==> src/rtl/reg_bank32.sv <==
// reg_bank32: 32 x WIDTH register file with two combinational read ports, one
// write port, optional write-to-read forwarding and a committed-write counter.
module reg_bank32 #(
   parameter int WIDTH  = 32,
   parameter bit BYPASS = 1'b1
) (
   input  logic             clk,
   input  logic             reset,
   input  logic             we,
   input  logic [4:0]       wa,
   input  logic [WIDTH-1:0] wd,
   input  logic [4:0]       ra1,
   input  logic [4:0]       ra2,
   output logic [WIDTH-1:0] rd1,
   output logic [WIDTH-1:0] rd2,
   output logic [7:0]       wr_cnt
);

   // r0 has no storage; it is a hardwired zero in every read slice.
   logic [WIDTH-1:0] mem [1:31];
   logic             commit;
   logic             fwd1;
   logic             fwd2;
   logic [WIDTH-1:0] rd1_raw;
   logic [WIDTH-1:0] rd2_raw;

   assign commit = we && !reset && (wa != 5'd0);

   // NOTE: the storage is cleared by reset on purpose, so every read is X-free after the first reset.
   always_ff @(posedge clk) begin
      if (reset) begin
         for (int n = 1; n < 32; n++) begin
            mem[n] <= '0;
         end
         wr_cnt <= '0;
      end else if (commit) begin
         mem[wa] <= wd;
         wr_cnt  <= wr_cnt + 8'd1;
      end
   end

   // One 32:1 selector per data bit and per port.
   for (genvar i = 0; i < WIDTH; i++) begin : g_bit
      logic [31:0] col;
      assign col[0] = 1'b0;
      for (genvar n = 1; n < 32; n++) begin : g_reg
         assign col[n] = mem[n][i];
      end
      assign rd1_raw[i] = col[ra1];
      assign rd2_raw[i] = col[ra2];
   end

   // Forwarding follows commit, so reset and writes to r0 never forward.
   assign fwd1 = BYPASS && commit && (ra1 == wa);
   assign fwd2 = BYPASS && commit && (ra2 == wa);
   assign rd1  = fwd1 ? wd : rd1_raw;
   assign rd2  = fwd2 ? wd : rd2_raw;

endmodule

==> config.mk <==
export PLATFORM = sky130hd
export DESIGN_NAME = reg_bank32
export DESIGN_NICKNAME = d
export VERILOG_FILES = /design/src/rtl/reg_bank32.sv
export SDC_FILE = /design/constraint.sdc
export NUM_CORES = 2
export LEC_CHECK = 0
export CAP_MARGIN = 20
export CORE_MARGIN = 10
export CORE_UTILIZATION = 60
export DETAILED_ROUTE_END_ITERATION = 6
export HOLD_SLACK_MARGIN = 0.05
export MAX_ROUTING_LAYER = met4
export PLACE_DENSITY_LB_ADDON = 0.3
export SYNTH_ARGS = -nofsm -noshare
export SYNTH_HDL_FRONTEND = slang
export SYNTH_SLANG_ARGS = --single-unit
==> constraint.sdc <==
create_clock -name clk -period 5.1 [get_ports clk]
set_clock_uncertainty 0.2 [all_clocks]
set_input_delay 0.765 -clock clk [delete_from_list [all_inputs] [get_ports clk]]
set_output_delay 0.765 -clock clk [all_outputs]
set_load 0.01 [all_outputs]
==> reports/qor.yml <==
yosys:
  synthArstFlopShare: 0
  ys_ff_latch: 1000
  synthFlopType: "edfxtp_1"
  ys_seq_area_frac: 0.548
  synthCells: 3861
  synthXorXnorAreaFrac: 0.00257
  synthMuxAreaShare: 0.219
  yosysUniqueCellTypes: 50
  netlist_area_sq_um: 54600
  synth_fa_ha_area_frac: 0.000229
  synth_top_family_by_area: "multiplexers"
  syn-num-nets: 3912
  synth_edf_count: 992
  ys_warn_count: 0
  synth-compound-area-share: 0.0482
  synth-simple-area-share: 0.144
  avgSynthCellArea_sq_um: 14.1
detailed_routing:
  drc: 6
  drt_wl_total_um: 163000
  ant_nets: 0
  num_vias: 35600
  initialDrtViolationCount: 5322
  detail_route.wl_per_cell_um: 31.7
  first_pass_iters: 7
  vias_per_cell: 6.95
floorplanning:
  die_y_um: 322
  boundaryPins: 122
  core-area_sq_um: 90100
  rows: 110
  die_area_sq_um: 103000
  initial_core_util: 0.606
  die_x_um: 322
sta:
  max_slew_margin: 0.331
  finalHoldViolCount: 0
  tns_ns: 0
  fmaxAchievable_mhz: 202
  rsz0062_at_grt: "no"
  worst_slack_ns: 0.146
  setup_violations: 0
  period_share: 0.971
  final_max_slew_viol_count: 0
  hold_slack_ns: 0.326
  period_minus_slack_ns: 4.95
  worst_pin_slew_ns: 1.00
critical_path:
  critPathMaxFanout: 28
  rrSetupSlack_ns: 2.70
  worstSetupPathType: "input port to output pin"
  arrival_ns: 3.99
  cp_num_buf_inv: 2
  critPathMaxStageDelay_ns: 0.75
  critical_path.top_delay_family: "buffers and inverters"
  cp_slowest_cell: "a31oi_1"
  crit_path_start_kind: "input port"
  crit_top_cell: "clkdlybuf4s50_1"
  end_kind: "output pin"
  crit_chain: "clkdlybuf4s50_1 > nor3_4 > a211oi_4 > nand4_4 > a31oi_1 > clkdlybuf4s50_1"
  required_ns: 4.14
placed_design:
  portBuffers: 121
  pre_cts_ws_ns: 0.329
  place_inst: 4927
  dp_hpwl_um: 100000
  dpl_cell_area_sq_um: 57200
  gp_congestion: 0.949
clock_network:
  clkSinkCount: 1000
  ctsHoldBuffers: 0
  cts_made_buffers: 106
  clk_latency_ns: 0.70
  cts_setup_buffers: 0
  htreeDepth: 3
  tritoncts: "built"
  cts_root_buf: "clkbuf_16"
  clk_path_buf_depth: 3
  clkTransAtPathRegs_ns: 0.06
  ctsResizeCount: 0
power_and_ir_drop:
  p_per_area_nw_per_um2: 328
  p_total_mw: 19.9
  leakage_nw: 21.3
  clkPwrFrac: 0.380
  p_seq_frac: 0.488
  p_comb_frac: 0.132
  swShare: 0.252
  vdd_drop_max_mv: 0.323
  p_int_mw: 14.9
  power.net_switching_mw: 5.00
global_route:
  grt_pass1_wl_um: 238000
  antenna_found_initial: 9
  grt_usage: 0.321
  grt_max_degree: 92
  grt_pass1_vias: 36000
  overflow: 0
final_layout:
  drive_gt1_frac: 0.231
  nets: 3910
  utilization: 0.672
  syn_to_final_growth_pct: 10.9
  postLayoutCellArea_sq_um: 60600
  stdcell_count: 5128
hold_path:
  holdCritPathClass: "register to register"
run_status:
  violations: "DRC"
  status: "complete, but fails checks"
run:
  maxCapViolations: 0
-- layout by cell type (no fill, tap or decap), types with 62 or more instances in the layout --
cell | synthesis | routed
edfxtp_1 | 992 | 992
o221ai_1 | 62 | 62
mux2_2 | 95 | 95
clkdlybuf4s50_1 | 0 | 112
a31oi_1 | 63 | 63
nor2_1 | 127 | 108
mux4_2 | 386 | 386
a21oi_1 | 95 | 95
nand2_1 | 107 | 107
o22ai_1 | 62 | 62
and2_1 | 992 | 992
mux2i_1 | 221 | 221
buf_4 | 34 | 154
a22oi_1 | 63 | 63
clkbuf_16 | 0 | 107
-- power by group through the flow --
stage	Clock [mW]	Sequential (mW)	Combinational [mW]
after floorplan	0	9.77	1.58
after global placement	0	9.81	2.53
after detailed placement	0	9.86	2.56
after CTS	7.57	9.69	2.57
after global routing	7.89	9.74	2.70
final	7.55	9.69	2.62
-- flip-flops by register name, indices dropped and copies added (netlist names) --
name and flops:
mem 992, wr_cnt 8
-- routing by layer --
layer / part of all wire / vias to the layer above / GRT usage
met4: 0.051 / 0 / 0.142
li1: - / 14600 / -
met5: 0 / - / -
met2: 0.47 / 2576 / 0.486
met1: 0.36 / 17900 / 0.418
met3: 0.12 / 472 / 0.0713
-- synthesized netlist by cell type, types with 62 or more instances --
master    instances  area [sq um]
mux2_2           95          1070
nor2_1          127           477
a31oi_1          63           394
and2_1          992          6210
nand2_1         107           402
mux2i_1         221          2210
a22oi_1          63           473
edfxtp_1        992         29800
clkbuf_1        250           938
mux4_2          386          8690
o221ai_1         62           543
o22ai_1          62           388
a21oi_1          95           475
buf_2            90           450
-- worst register-to-register path: cells and delay by family, from the launching register on --
kind,cells,cell delay (ns)
AO/OA/AOI/OAI,1,0.97
AND/OR/NAND/NOR,3,0.51
XOR/XNOR,1,0.17
flip-flops,1,0.43
-- layout make-up --
cell class / instances / area (sq um)
flip-flops and latches: 1000 / 29900
fillers: 6171 / 29600
multi-input cells: 2441 / 22700
repair buffers: 307 / 3050
clock buffers: 125 / 2770
well taps: 1176 / 1470
clock inverters: 68 / 582
diodes: 8 / 20.0
inverters: 3 / 11.3
-- final timing paths --
kind                                start  cells past startpoint        end
worst max-delay path                wa[3]                      6    rd1[16]
worst max register to register  wr_cnt[2]                      5  wr_cnt[7]
worst min register to register  wr_cnt[7]                      2  wr_cnt[7]
worst min-delay path            wr_cnt[7]                      2  wr_cnt[7]
-- cells by family after synthesis --
kind of cell	after synthesis
AOI/OAI and AO/OA	384
adders and majority gates	1
and+or+nand+nor	1338
DFF	1000
buffers and inverters	420
muxes	702
xor gates and xnor gates	16
Power figures use the tool's default switching activity.
